### config.mk
export PLATFORM = sky130hd
export DESIGN_NAME = score_keeper_flat
export DESIGN_NICKNAME = d
export VERILOG_FILES = /design/src/rtl/score_keeper_if.sv /design/src/rtl/score_keeper.sv /design/src/flat_wrapper.sv
export SDC_FILE = /design/constraint.sdc
export NUM_CORES = 1
export LEC_CHECK = 0
export BUFFER_PORTS_ARGS = -buffer_cell sky130_fd_sc_hd__buf_2
export CAP_MARGIN = 20
export CORE_ASPECT_RATIO = 0.8
export CORE_MARGIN = 2
export CORE_UTILIZATION = 50
export CTS_BUF_LIST = sky130_fd_sc_hd__clkbuf_8
export DETAILED_ROUTE_END_ITERATION = 16
export PLACE_DENSITY = 0.75
export SLEW_MARGIN = 0
export SYNTH_ARGS = -nofsm -noshare
export SYNTH_HDL_FRONTEND = slang
export SYNTH_SLANG_ARGS = --single-unit
### constraint.sdc
create_clock -name clk -period 5.81 [get_ports clk]
set_input_delay 0.2905 -clock clk [delete_from_list [all_inputs] [get_ports clk]]
set_output_delay 0.2905 -clock clk [all_outputs]
set_load 0.005 [all_outputs]
### src/rtl/score_keeper_if.sv
// Scoring bus between the judgement/video timing logic and the score keeper.
// The master drives the game and judgement pulses; the slave returns score state.
interface score_keeper_if;
  logic        game_start;
  logic        game_end;
  logic        hit;
  logic        miss;
  logic        frame_start;
  logic [16:0] score;
  logic [5:0]  digit_color;
  logic [16:0] score_live;
  logic [9:0]  streak;
  logic [2:0]  multiplier;
  logic        playing;

  modport master (
    output game_start, game_end, hit, miss, frame_start,
    input  score, digit_color, score_live, streak, multiplier, playing
  );

  modport slave (
    input  game_start, game_end, hit, miss, frame_start,
    output score, digit_color, score_live, streak, multiplier, playing
  );
endinterface

### src/rtl/score_keeper.sv
// Running score, streak and combo multiplier for the HUD, with a copy of the
// score and digit colour latched once per video frame for the renderer.
module score_keeper #(
  parameter int unsigned HIT_POINTS  = 10,
  parameter int unsigned STREAK_STEP = 10,
  parameter int unsigned MAX_MULT    = 4,
  parameter int unsigned SCORE_MAX   = 99999
) (
  input  logic          clk,
  input  logic          reset,
  score_keeper_if.slave bus
);
  localparam int unsigned STEP_W = (STREAK_STEP > 1) ? $clog2(STREAK_STEP) : 1;

  typedef enum logic [1:0] {IDLE, PLAY, DONE} state_t;

  state_t            state_reg;
  logic [16:0]       score_reg;
  logic [5:0]        color_reg;
  logic [16:0]       live_reg;
  logic [9:0]        streak_reg;
  logic [2:0]        mult_reg;
  logic              playing_reg;
  logic [STEP_W-1:0] step_reg;

  logic [19:0]       sum_next;
  logic [16:0]       live_next;
  logic [5:0]        color_next;

  // Sum is widened to 20 bits so saturation sees the true total, never a wrapped one.
  always_comb begin
    sum_next  = 20'(live_reg) + 20'(HIT_POINTS) * 20'(mult_reg);
    live_next = (sum_next > 20'(SCORE_MAX)) ? 17'(SCORE_MAX) : sum_next[16:0];
    case (mult_reg)
      3'd1:    color_next = 6'b111111;
      3'd2:    color_next = 6'b001100;
      3'd3:    color_next = 6'b111000;
      default: color_next = 6'b110011;
    endcase
  end

  always_ff @(posedge clk or posedge reset) begin
    if (reset) begin
      state_reg   <= IDLE;
      score_reg   <= '0;
      color_reg   <= 6'b111111;
      live_reg    <= '0;
      streak_reg  <= '0;
      mult_reg    <= 3'd1;
      playing_reg <= 1'b0;
      step_reg    <= '0;
    end else begin
      // Display copy samples pre-update values; game_start below overrides it.
      if (bus.frame_start) begin
        score_reg <= live_reg;
        color_reg <= color_next;
      end
      if (bus.game_start) begin
        state_reg   <= PLAY;
        playing_reg <= 1'b1;
        score_reg   <= '0;
        color_reg   <= 6'b111111;
        live_reg    <= '0;
        streak_reg  <= '0;
        mult_reg    <= 3'd1;
        step_reg    <= '0;
      end else if (state_reg == PLAY) begin
        if (bus.game_end) begin
          state_reg   <= DONE;
          playing_reg <= 1'b0;
        end else if (bus.miss) begin
          streak_reg <= '0;
          mult_reg   <= 3'd1;
          step_reg   <= '0;
        end else if (bus.hit) begin
          live_reg <= live_next;
          if (streak_reg < 10'd999)
            streak_reg <= streak_reg + 10'd1;
          if (step_reg == STEP_W'(STREAK_STEP - 1)) begin
            step_reg <= '0;
            if (mult_reg < 3'(MAX_MULT))
              mult_reg <= mult_reg + 3'd1;
          end else begin
            step_reg <= step_reg + 1'b1;
          end
        end
      end
    end
  end

  assign bus.score       = score_reg;
  assign bus.digit_color = color_reg;
  assign bus.score_live  = live_reg;
  assign bus.streak      = streak_reg;
  assign bus.multiplier  = mult_reg;
  assign bus.playing     = playing_reg;
endmodule

### src/flat_wrapper.sv
// flat-port wrapper written by rule: the top's interface ports become plain ports
module score_keeper_flat 
#(
  parameter int unsigned HIT_POINTS  = 10,
  parameter int unsigned STREAK_STEP = 10,
  parameter int unsigned MAX_MULT    = 4,
  parameter int unsigned SCORE_MAX   = 99999
)
  (clk, reset, bus_game_start, bus_game_end, bus_hit, bus_miss, bus_frame_start, bus_score, bus_digit_color, bus_score_live, bus_streak, bus_multiplier, bus_playing);
  score_keeper_if bus_i ();
  input  logic clk;
  input  logic reset;
  input wire logic [$bits(bus_i.game_start)-1:0] bus_game_start;
  input wire logic [$bits(bus_i.game_end)-1:0] bus_game_end;
  input wire logic [$bits(bus_i.hit)-1:0] bus_hit;
  input wire logic [$bits(bus_i.miss)-1:0] bus_miss;
  input wire logic [$bits(bus_i.frame_start)-1:0] bus_frame_start;
  output wire logic [$bits(bus_i.score)-1:0] bus_score;
  output wire logic [$bits(bus_i.digit_color)-1:0] bus_digit_color;
  output wire logic [$bits(bus_i.score_live)-1:0] bus_score_live;
  output wire logic [$bits(bus_i.streak)-1:0] bus_streak;
  output wire logic [$bits(bus_i.multiplier)-1:0] bus_multiplier;
  output wire logic [$bits(bus_i.playing)-1:0] bus_playing;
  assign bus_i.game_start = bus_game_start;
  assign bus_i.game_end = bus_game_end;
  assign bus_i.hit = bus_hit;
  assign bus_i.miss = bus_miss;
  assign bus_i.frame_start = bus_frame_start;
  assign bus_score = bus_i.score;
  assign bus_digit_color = bus_i.digit_color;
  assign bus_score_live = bus_i.score_live;
  assign bus_streak = bus_i.streak;
  assign bus_multiplier = bus_i.multiplier;
  assign bus_playing = bus_i.playing;
  score_keeper #(.HIT_POINTS(HIT_POINTS), .STREAK_STEP(STREAK_STEP), .MAX_MULT(MAX_MULT), .SCORE_MAX(SCORE_MAX)) u_core (.clk(clk), .reset(reset), .bus(bus_i));
endmodule
==> results.md, run 1 <==
* Leakage power at 1.89 nW
* IO Count at 61
* Setup slack at placement at about 1.7 ns
* Most frequent cells in the layout: buf_2 (60), dfrtp_1 (52), nor2_1 (49), nand2_1 (29), a21oi_1 (23)
* ANT nets after route at 0
* CTS Buf Count at 9
* Core Util, Final at 60.0%
* Async S/R FF share, synth at 100%
* Drt wl/cell at 15.2 um
* CP arrival at 4.15 ns
* Clk slew on worst S/H paths at 0.06 ns
* First-pass GRT wire length at approximately 12000 um
* Max Clk Rate at 254 MHz
* Placed instance area at ~0.0036 sq mm
* Top-area cell type share of the netlist area at 39.5%
* Power Density at between 200 and 250 mW/mm^2
* First-pass iteration count of the detailed router at 4
* Fill cells at 570
* Tcrit/Tclk final at 67.6%
* Post-synth EDFFs at 0
* Hold_buf cts at 0
* Commonest non-fill, non-tap cell in the layout: buf_2
* Total power draw at roughly 950 uW
* Largest net degree at the start of global routing at 58
* Die Y at roughly 77 um
* Clk buf depth at 2
* Synthesized netlist cell count at 349
* Mean post-synth cell area at ~9.4 sq um
* Startpoint Class: register
* Ant diodes at 0
* Final Setup Violations at 0
* Clk root buf: clkbuf_8
* Row cnt at 26
* Iteration-0 DRC Markers at 184
* Die area at 0.00726 sq mm
* Largest area contributor in the netlist: dfrtp_1
* Worst setup path category: reg2reg
* Fin nets at 427
* Skew final at around 0.0097 ns
* Final hold slack at 0.142 ns
* GP Congestion at around 0.85
* Layout Area Growth over Synthesis at 16.1%
* Tot GR Track Use at between 20% and 30%
* Vias in the first global route at around 2500
* Core area at between 0.006 and 0.007 sq mm
* Drt drc at 0
* Seq cells post-synth at 57
* Initial Utilization at between 50% and 60%
* Vias at 2758
* Unique masters post-synth at between 50 and 60
* CTS Sinks at 57
* Hold Crit Class: in2async
* Die Width at between 90 and 100 um
* Post-Syn Nets at 373
* Worst Path Required at 6.03 ns
* MaxCap Viol Count at 0
* Critical Path End Type: register
* Gr ovfl total at 0
* Maximum vdd drop at 0.000159 V
* Sequential area share after synthesis at around 43%
* Inst Count DP at ~480
* Final Max Slew Viols at 0
* Post-DP HPWL at between 5000 and 6000 um
* Main flop type after synthesis: dfrtp_1
* Clk Latency, worst-skew pair at around 0.34 ns
* Post-Syn Area at 0.00330 sq mm
* TNS Setup at 0 ns
* Routed vias/inst at 5.61
* Initial antenna violation count at 0
* Setup ws final at 1.88 ns
* Final hold vios at 0
* CP Max Fanout at 9
* Top cells by area, synth: dfrtp_1 (39%), mux2i_1 (6.4%), ha_1 (6.1%)
* Resized cells post-CTS at 0
* Slew headroom at roughly 48%
* Status: complete, no violations
* I/O Buffers at 60
* RSZ-0062 raised after global routing: false
* Layout Cells excl Fill at 492
* Final min period at 3.93 ns
* Slew @ Worst Pin at 0.779 ns
* Setup Fix Bufs, Post-CTS at 0
* Ys Warns at 0
* Max H-tree Level at 3
* CTS tree: yes
* Final WL at roughly 7500 um
* Layout cells sized above 1 at 23.3%
* Final Instance Area at ~0.0038 sq mm
[cells in the mapped netlist, types with 5 or more instances]
library cell   n
dfstp_2        5
dfrtp_1       52
nor3_1         6
mux2i_1       21
nor2_1        49
a21oi_1       23
a211o_1        6
xnor2_1        5
xor2_1         6
inv_1         11
nand3_1       12
clkbuf_1      10
ha_1          16
or3_1         10
o21ai_0       17
nand4_1        5
nand2_1       29
[worst max-delay path, stage by stage, from the launching register on]
cell	delay (ns)
dfrtp_1	0.48
ha_1	0.24
ha_1	0.19
ha_1	0.28
ha_1	0.37
a211o_1	0.33
o21bai_4	0.22
a2111oi_4	0.37
a311oi_2	0.10
a2111oi_2	0.62
buf_4	0.27
nor2_4	0.07
a221oi_1	0.27
[logic make-up after synthesis]
family                     share of synthesized area [%]
DFF                                                 43.5
and+or+nand+nor                                     19.2
xor gates and xnor gates                            2.92
AOI/OAI and AO/OA                                   16.9
buffers and inverters                               4.14
muxes                                               6.72
adders and majority gates                           6.68
[per-layer routing]
layer	global-route usage, %	vias up	part of all wire [%]
li1	-	1349	-
met3	6.53	10	7.4
met2	31.3	98	44
met4	6.96	0	1.1
met5	0	-	0
met1	32.3	1301	47
[cell type report]
class                           count  area (sq um)  share of cell area [%]
Clock buffer                       11           151                    3.95
Clock inverter                      5          47.5                    1.24
Inverter                           11          41.3                    1.08
Multi-Input combinational cell    261          1730                    45.1
Sequential cell                    57          1430                    37.4
Tap cell                           84           105                    2.75
Timing Repair Buffer               63           323                    8.43
[worst paths after layout]
check	cells past startpoint	slack, ns	end	start
max in group asynchronous	3	5.17	u_core.bus.score_live[15]$_DFFE_PP0P_	reset
min	3	0.14	u_core.state_reg[0]$_DFFE_PP0P_	reset
min reg2reg	1	0.49	u_core.step_reg[3]$_DFFE_PP0P_	u_core.step_reg[3]$_DFFE_PP0P_
min in group clk	3	0.22	u_core.state_reg[1]$_DFFE_PP0P_	bus_game_end
max	12	1.88	u_core.bus.score_live[16]$_DFFE_PP0P_	u_core.bus.multiplier[2]$_DFFE_PP0P_
max reg2reg	12	1.88	u_core.bus.score_live[16]$_DFFE_PP0P_	u_core.bus.multiplier[2]$_DFFE_PP0P_
[where the power goes]
| part | switching [mW] | total, mW | internal, mW |
|---|---|---|---|
| clock | 0.153 | 0.370 | 0.217 |
| sequential | 0.0225 | 0.437 | 0.414 |
| combinational | 0.0830 | 0.139 | 0.0559 |
Power figures use the tool's default switching activity.
==> run 2: changes to the inputs <==
==> constraint.sdc (replaced) <==
create_clock -name clk -period 3.7 [get_ports clk]
set_input_delay 0.185 -clock clk [delete_from_list [all_inputs] [get_ports clk]]
set_output_delay 0.185 -clock clk [all_outputs]
set_load 0.005 [all_outputs]
==> run 2 against run 1 <==
Net effect: design area rose by 1.5%; clock power grew 58%; sequential power increased by 54%; routed wire length grew 1.2%; utilization rose by 0.88 points; via count grew 2.4%; sequential share of layout area down 0.54 points; maximum frequency grew 8.8%; cell count increased by 1.0%.
==> results.md, run 2 (synthesis results as in run 1) <==
* Status: complete, no violations
* Most frequent cells in the layout: buf_2 (60), dfrtp_1 (52), nor2_1 (49), nand2_1 (29), a21oi_1 (23)
* Final min period at 3.61 ns (-0.317 ns)
* Initial Utilization at 51.7% (unchanged)
* Worst Path Required at 3.97 ns (-2.06 ns)
* I/O Buffers at 60 (unchanged)
* CTS Sinks at 57 (unchanged)
* MaxCap Viol Count at 0 (unchanged)
* Die Y at 76.6 um (unchanged)
* First-pass iteration count of the detailed router at 5 (+1)
* Final WL at 7570 um (+1.2%)
* Layout cells sized above 1 at 24.0% (+0.69 points)
* CTS Buf Count at 9 (unchanged)
* Power Density at 385 mW/mm^2 (+56%)
* Hold Crit Class: in2reg
* Tot GR Track Use at 21.8% (-0.30 points)
* Fin nets at 432 (+1.2%)
* Max Clk Rate at 277 MHz (+8.8%)
* CP Max Fanout at 8 (-1)
* IO Count at 61 (unchanged)
* Slew headroom at 48.9% (+0.86 points)
* Layout Cells excl Fill at 497 (+1.0%)
* Final Setup Violations at 0 (unchanged)
* First-pass GRT wire length at 12400 um (-0.39%)
* GP Congestion at 0.874 (+3.0%)
* Skew final at 0.00770 ns (-0.00200 ns)
* Placed instance area at 0.00365 sq mm (+0.83%)
* Layout Area Growth over Synthesis at 17.8%
* Clk buf depth at 2 (unchanged)
* Setup Fix Bufs, Post-CTS at 0 (unchanged)
* Final Max Slew Viols at 0 (unchanged)
* Ant diodes at 0 (unchanged)
* Core area at 0.00638 sq mm (unchanged)
* Final hold vios at 0 (unchanged)
* Clk root buf: clkbuf_8
* Largest net degree at the start of global routing at 36 (-38%)
* Leakage power at 1.91 nW (+1.2%)
* Vias in the first global route at 2507 (-1.0%)
* CP arrival at 3.88 ns (-0.27 ns)
* Worst setup path category: reg2reg
* Inst Count DP at 479 (+0.84%)
* Drt wl/cell at 15.2 um (+0.17%)
* Critical Path End Type: register
* Clk Latency, worst-skew pair at 0.34 ns (about the same)
* Max H-tree Level at 3 (unchanged)
* Slew @ Worst Pin at 0.767 ns (-0.0128 ns)
* Vias at 2824 (+2.4%)
* Row cnt at 26 (unchanged)
* Maximum vdd drop at 0.000194 V (+22%)
* Routed vias/inst at 5.68 (+1.4%)
* Post-DP HPWL at 5200 um (+0.12%)
* Tcrit/Tclk final at 97.6% (+30 points)
* Die Width at 94.8 um (unchanged)
* Clk slew on worst S/H paths at 0.06 ns (about the same)
* ANT nets after route at 0 (unchanged)
* Drt drc at 0 (unchanged)
* Final Instance Area at 0.00388 sq mm (+1.5%)
* Die area at 0.00726 sq mm (unchanged)
* CTS tree: yes
* Area taken by multi-input logic gates at 0.00174 sq mm (+0.72%)
* Iteration-0 DRC Markers at 276 (+50%)
* Commonest non-fill, non-tap cell in the layout: buf_2
* Area taken by flip-flops and latches at 0.00143 sq mm (unchanged)
* Gr ovfl total at 0 (unchanged)
* Startpoint Class: register
* Fill cells at 579 (+1.6%)
* Initial antenna violation count at 0 (unchanged)
* Core Util, Final at 60.9% (+0.88 points)
run 2: per-stage QoR:
stage	hold WS (ns)	setup slack [ns]	power [mW]	setup TNS (ns)
floorplan	0.337	0.484	0.845	0
global placement	0.240	0.393	0.913	0
detailed placement	0.239	0.244	0.919	0
CTS	0.102	0.241	1.51	0
global route	0.139	-0.0255	1.57	-0.0379
finish	0.121	0.0873	1.49	0
run 2: layer usage:
layer  share of wire [%]  vias up  wire (um)  global-route usage (%)
met3                 7.9       14        595                    7.02
li1                    -     1364          -                       -
met2                  44      121       3290                    31.1
met1                  47     1325       3590                    31.4
met5                   0        -          0                       0
met4                 1.2        0         90                    6.52
run 2: power by group:
group / internal, mW / switching (mW) / leakage (nW) / total [mW]
Sequential: 0.650 / 0.0244 / 0.769 / 0.675
Clock: 0.340 / 0.244 / 0.112 / 0.585
Combinational: 0.0944 / 0.141 / 1.03 / 0.235
run 2: final timing paths:
kind | from | end | slack, ns | cells after the start
max reg2reg | u_core.bus.multiplier[0]$_DFFE_PP1P_ | u_core.bus.score_live[8]$_DFFE_PP0P_ | 0.09 | 12
max in group asynchronous | reset | u_core.bus.digit_color[1]$_DFFE_PP1P_ | 2.45 | 4
min | bus_game_end | u_core.state_reg[1]$_DFFE_PP0P_ | 0.12 | 3
min reg2reg | u_core.step_reg[3]$_DFFE_PP0P_ | u_core.step_reg[3]$_DFFE_PP0P_ | 0.49 | 1
min in group asynchronous | reset | u_core.bus.score_live[14]$_DFFE_PP0P_ | 0.41 | 3
max | u_core.bus.multiplier[0]$_DFFE_PP1P_ | u_core.bus.score_live[8]$_DFFE_PP0P_ | 0.09 | 12
run 2: critical path: stages, from the launching register on:
cell,delay (ns)
dfstp_2,0.61
ha_1,0.17
ha_1,0.14
ha_1,0.23
ha_1,0.37
a211o_1,0.35
a31oi_1,0.29
nor2_1,0.13
a311oi_2,0.41
a2111oi_4,0.07
clkdlybuf4s15_2,0.26
or3_1,0.39
a21oi_1,0.12
run 2: repair_timing:
item                                    4_1_cts  5_1_grt
endpoints found under the setup margin        0        1
hold buffers                                  1        0
hold endpoints to repair                     22        0
gates resized for setup                       0        1
run 2: cell type report:
type                    instances  share of cell area, %
clock buffers                  11                   3.90
clock inverters                 5                   1.22
inverters                      11                   1.06
multi-input cells             261                   44.8
flip-flops and latches         57                   36.9
well taps                      84                   2.71
repair buffers                 68                   9.44
==> run 3: changes to the inputs <==
--- a/config.mk
+++ b/config.mk
@@ -6,13 +6,14 @@
 export NUM_CORES = 1
 export LEC_CHECK = 0
 export BUFFER_PORTS_ARGS = -buffer_cell sky130_fd_sc_hd__buf_2
-export CAP_MARGIN = 20
+export CAP_MARGIN = 10
 export CORE_ASPECT_RATIO = 0.8
 export CORE_MARGIN = 2
 export CORE_UTILIZATION = 50
 export CTS_BUF_LIST = sky130_fd_sc_hd__clkbuf_8
 export DETAILED_ROUTE_END_ITERATION = 16
 export PLACE_DENSITY = 0.75
+export RECOVER_POWER = 25
 export SLEW_MARGIN = 0
 export SYNTH_ARGS = -nofsm -noshare
 export SYNTH_HDL_FRONTEND = slang
==> run 3 against run 2 <==
Net effect: the flow now finishes with violations (max-capacitance violations, max-slew violations); largest cell class unchanged; first-iteration DRC count unchanged; sequential power about the same; sequential share of layout area about the same; via count up 0.32%; setup slack better by 0.0023 ns; cell count unchanged; non-clock buffer count unchanged; register-to-register slack about the same; largest power group unchanged; hold slack about the same; global-route usage unchanged.
==> results.md, run 3 (synthesis results as in run 1) <==
* Slowest stage delay, CP at 0.61 ns (about the same)
* Final hold vios at 0 (unchanged)
* Vias at 2833 (+0.32%)
* Post-DP HPWL at 5200 um (unchanged)
* CP arrival at 3.88 ns (about the same)
* Status: complete, but fails checks
* First-pass iteration count of the detailed router at 6 (+1)
* Crit-path cells: ha_1, ha_1, ha_1, ha_1, a211o_1, a31oi_1, nor2_1, a311oi_2, a2111oi_4, clkdlybuf4s15_2, or3_1, a21oi_1
* Power Density at 385 mW/mm^2 (about the same)
* Layout Cells excl Fill at 497 (unchanged)
* Commonest non-fill, non-tap cell in the layout: buf_2
* Most frequent cells in the layout: buf_2 (58), dfrtp_1 (52), nor2_1 (49), nand2_1 (29), a21oi_1 (23)
* Worst path slowest cell: dfstp_2
* Hold Crit Class: in2reg
* Clk root buf: clkbuf_8
* CTS Buf Count at 9 (unchanged)
* Slew @ Worst Pin at 1.50 ns (+0.738 ns)
* Clk buf depth at 2 (unchanged)
* Buf/Inv on CP at 1 (unchanged)
* Top routing layer in use: met4
* Largest net degree at the start of global routing at 36 (unchanged)
* Skew final at 0.00768 ns (-0.0000215 ns)
* TNS Setup at 0 ns (unchanged)
* Iteration-0 DRC Markers at 276 (unchanged)
* Final Max Slew Viols at 22 (+22)
* I/O Buffers at 60 (unchanged)
* Die area at 0.00726 sq mm (unchanged)
* Failing checks: max-capacitance violations, max-slew violations
* M1 WL at 3540 um (-1.2%)
* Final WL at 7500 um (-0.82%)
* Initial Utilization at 51.7% (unchanged)
* Final Setup Violations at 0 (unchanged)
* GP Congestion at 0.874 (unchanged)
* Worst setup path category: reg2reg
* Drt drc at 0 (unchanged)
* Tot GR Track Use at 21.8% (unchanged)
* Routed met2 length at 3290 um (about the same)
* Max Clk Rate at 277 MHz (about the same)
* Fin nets at 432 (unchanged)
* Core area at 0.00638 sq mm (unchanged)
* Tcrit/Tclk final at 97.6% (about the same)
* Inst Count DP at 479 (unchanged)
* CTS Sinks at 57 (unchanged)
* Routed vias/inst at 5.70 (+0.32%)
* First-pass GRT wire length at 12400 um (unchanged)
* Fill cells at 577 (-0.35%)
* ANT nets after route at 0 (unchanged)
* Worst Path Required at 3.97 ns (about the same)
* Slew headroom at -0.298% (-49 points)
* Startpoint Class: register
* Layout cells sized above 1 at 23.2% (-0.73 points)
* Clk Latency, worst-skew pair at 0.34 ns (about the same)
* Clk slew on worst S/H paths at 0.06 ns (about the same)
* CP Max Fanout at 8 (unchanged)
* MaxCap Viol Count at 1 (+1)
* Max H-tree Level at 3 (unchanged)
* Final min period at 3.61 ns (-0.00230 ns)
* Critical Path End Type: register
* Vias in the first global route at 2507 (unchanged)
* Row cnt at 26 (unchanged)
* IO Count at 61 (unchanged)
* Initial antenna violation count at 0 (unchanged)
* Delay-heaviest family, CP: compound AO/OA/AOI/OAI gates
* Maximum vdd drop at 0.000194 V (-0.10%)
* Met3 wire len at 582 um (-2.2%)
* CTS tree: yes
* Core Util, Final at 60.9% (about the same)
* Drt wl/cell at 15.1 um (-0.82%)
* CP most frequent cell: ha_1
* Die Y at 76.6 um (unchanged)
* Area taken by multi-input logic gates at 0.00174 sq mm (unchanged)
* Die Width at 94.8 um (unchanged)
* Area taken by flip-flops and latches at 0.00143 sq mm (unchanged)
* Setup Fix Bufs, Post-CTS at 0 (unchanged)
* Total power draw at 1.49 mW (about the same)
* Leakage power at 1.91 nW (-0.32%)
* Layout Area Growth over Synthesis at 17.8% (about the same)
* Gr ovfl total at 0 (unchanged)
* Ant diodes at 0 (unchanged)
-- run 3: cell types whose count changed in the layout (fill, tap and decap cells not counted), sizes merged --
cell    change
clkbuf      +2
buf         -2
-- run 3: layer usage --
metal | global-route usage [%] | vias to the layer above
met3 | 7.02 | 14
met1 | 31.4 | 1327
met4 | 6.52 | 0
met2 | 31.1 | 128
li1 | - | 1364
met5 | 0 | -
-- run 3: timing repair --
action | in CTS | in global routing
hold endpoints to repair | 22 | 0
resized for setup | 0 | 1
hold buffers | 1 | 0
endpoints found under the setup margin | 0 | 1
-- run 3: path summary, 6_finish.rpt --
kind	start	end	slack, ns	cells past startpoint
max	u_core.bus.multiplier[0]$_DFFE_PP1P_	u_core.bus.score_live[8]$_DFFE_PP0P_	0.09	12
max reg2reg	u_core.bus.multiplier[0]$_DFFE_PP1P_	u_core.bus.score_live[8]$_DFFE_PP0P_	0.09	12
max in group asynchronous	reset	u_core.bus.digit_color[1]$_DFFE_PP1P_	2.14	4
min reg2reg	u_core.step_reg[3]$_DFFE_PP0P_	u_core.step_reg[3]$_DFFE_PP0P_	0.49	1
min in group asynchronous	reset	u_core.bus.score_live[14]$_DFFE_PP0P_	0.57	3
min	bus_game_end	u_core.state_reg[1]$_DFFE_PP0P_	0.12	3
-- run 3: worst register-to-register path, cell delays in order (launching register included) --
cell and delay (ns):
dfstp_2 0.61, ha_1 0.17, ha_1 0.14, ha_1 0.23, ha_1 0.37, a211o_1 0.34, a31oi_1 0.29, nor2_1 0.14
a311oi_2 0.41, a2111oi_4 0.07, clkdlybuf4s15_2 0.26, or3_1 0.39, a21oi_1 0.12
-- run 3: area by class of cell --
cell class | count | share of cell area, %
multi-input cells | 261 | 44.8
flip-flops and latches | 57 | 36.9
repair buffers | 68 | 9.38
clock buffers | 11 | 3.90
well taps | 84 | 2.71
clock inverters | 5 | 1.22
inverters | 11 | 1.06
-- run 3: metrics by stage --
stage	hold slack [ns]	cell area, sq um	setup slack, ns
finish	0.121	3880	0.0896
global route	0.139	3880	-0.0255
CTS	0.102	3860	0.241
detailed placement	0.239	3650	0.244
global placement	0.240	3650	0.393
floorplan	0.337	3300	0.484
-- run 3: where the power goes --
part,internal (mW),switching (mW)
clock,0.340,0.244
combinational,0.0948,0.140
sequential,0.650,0.0242
total,1.09,0.408
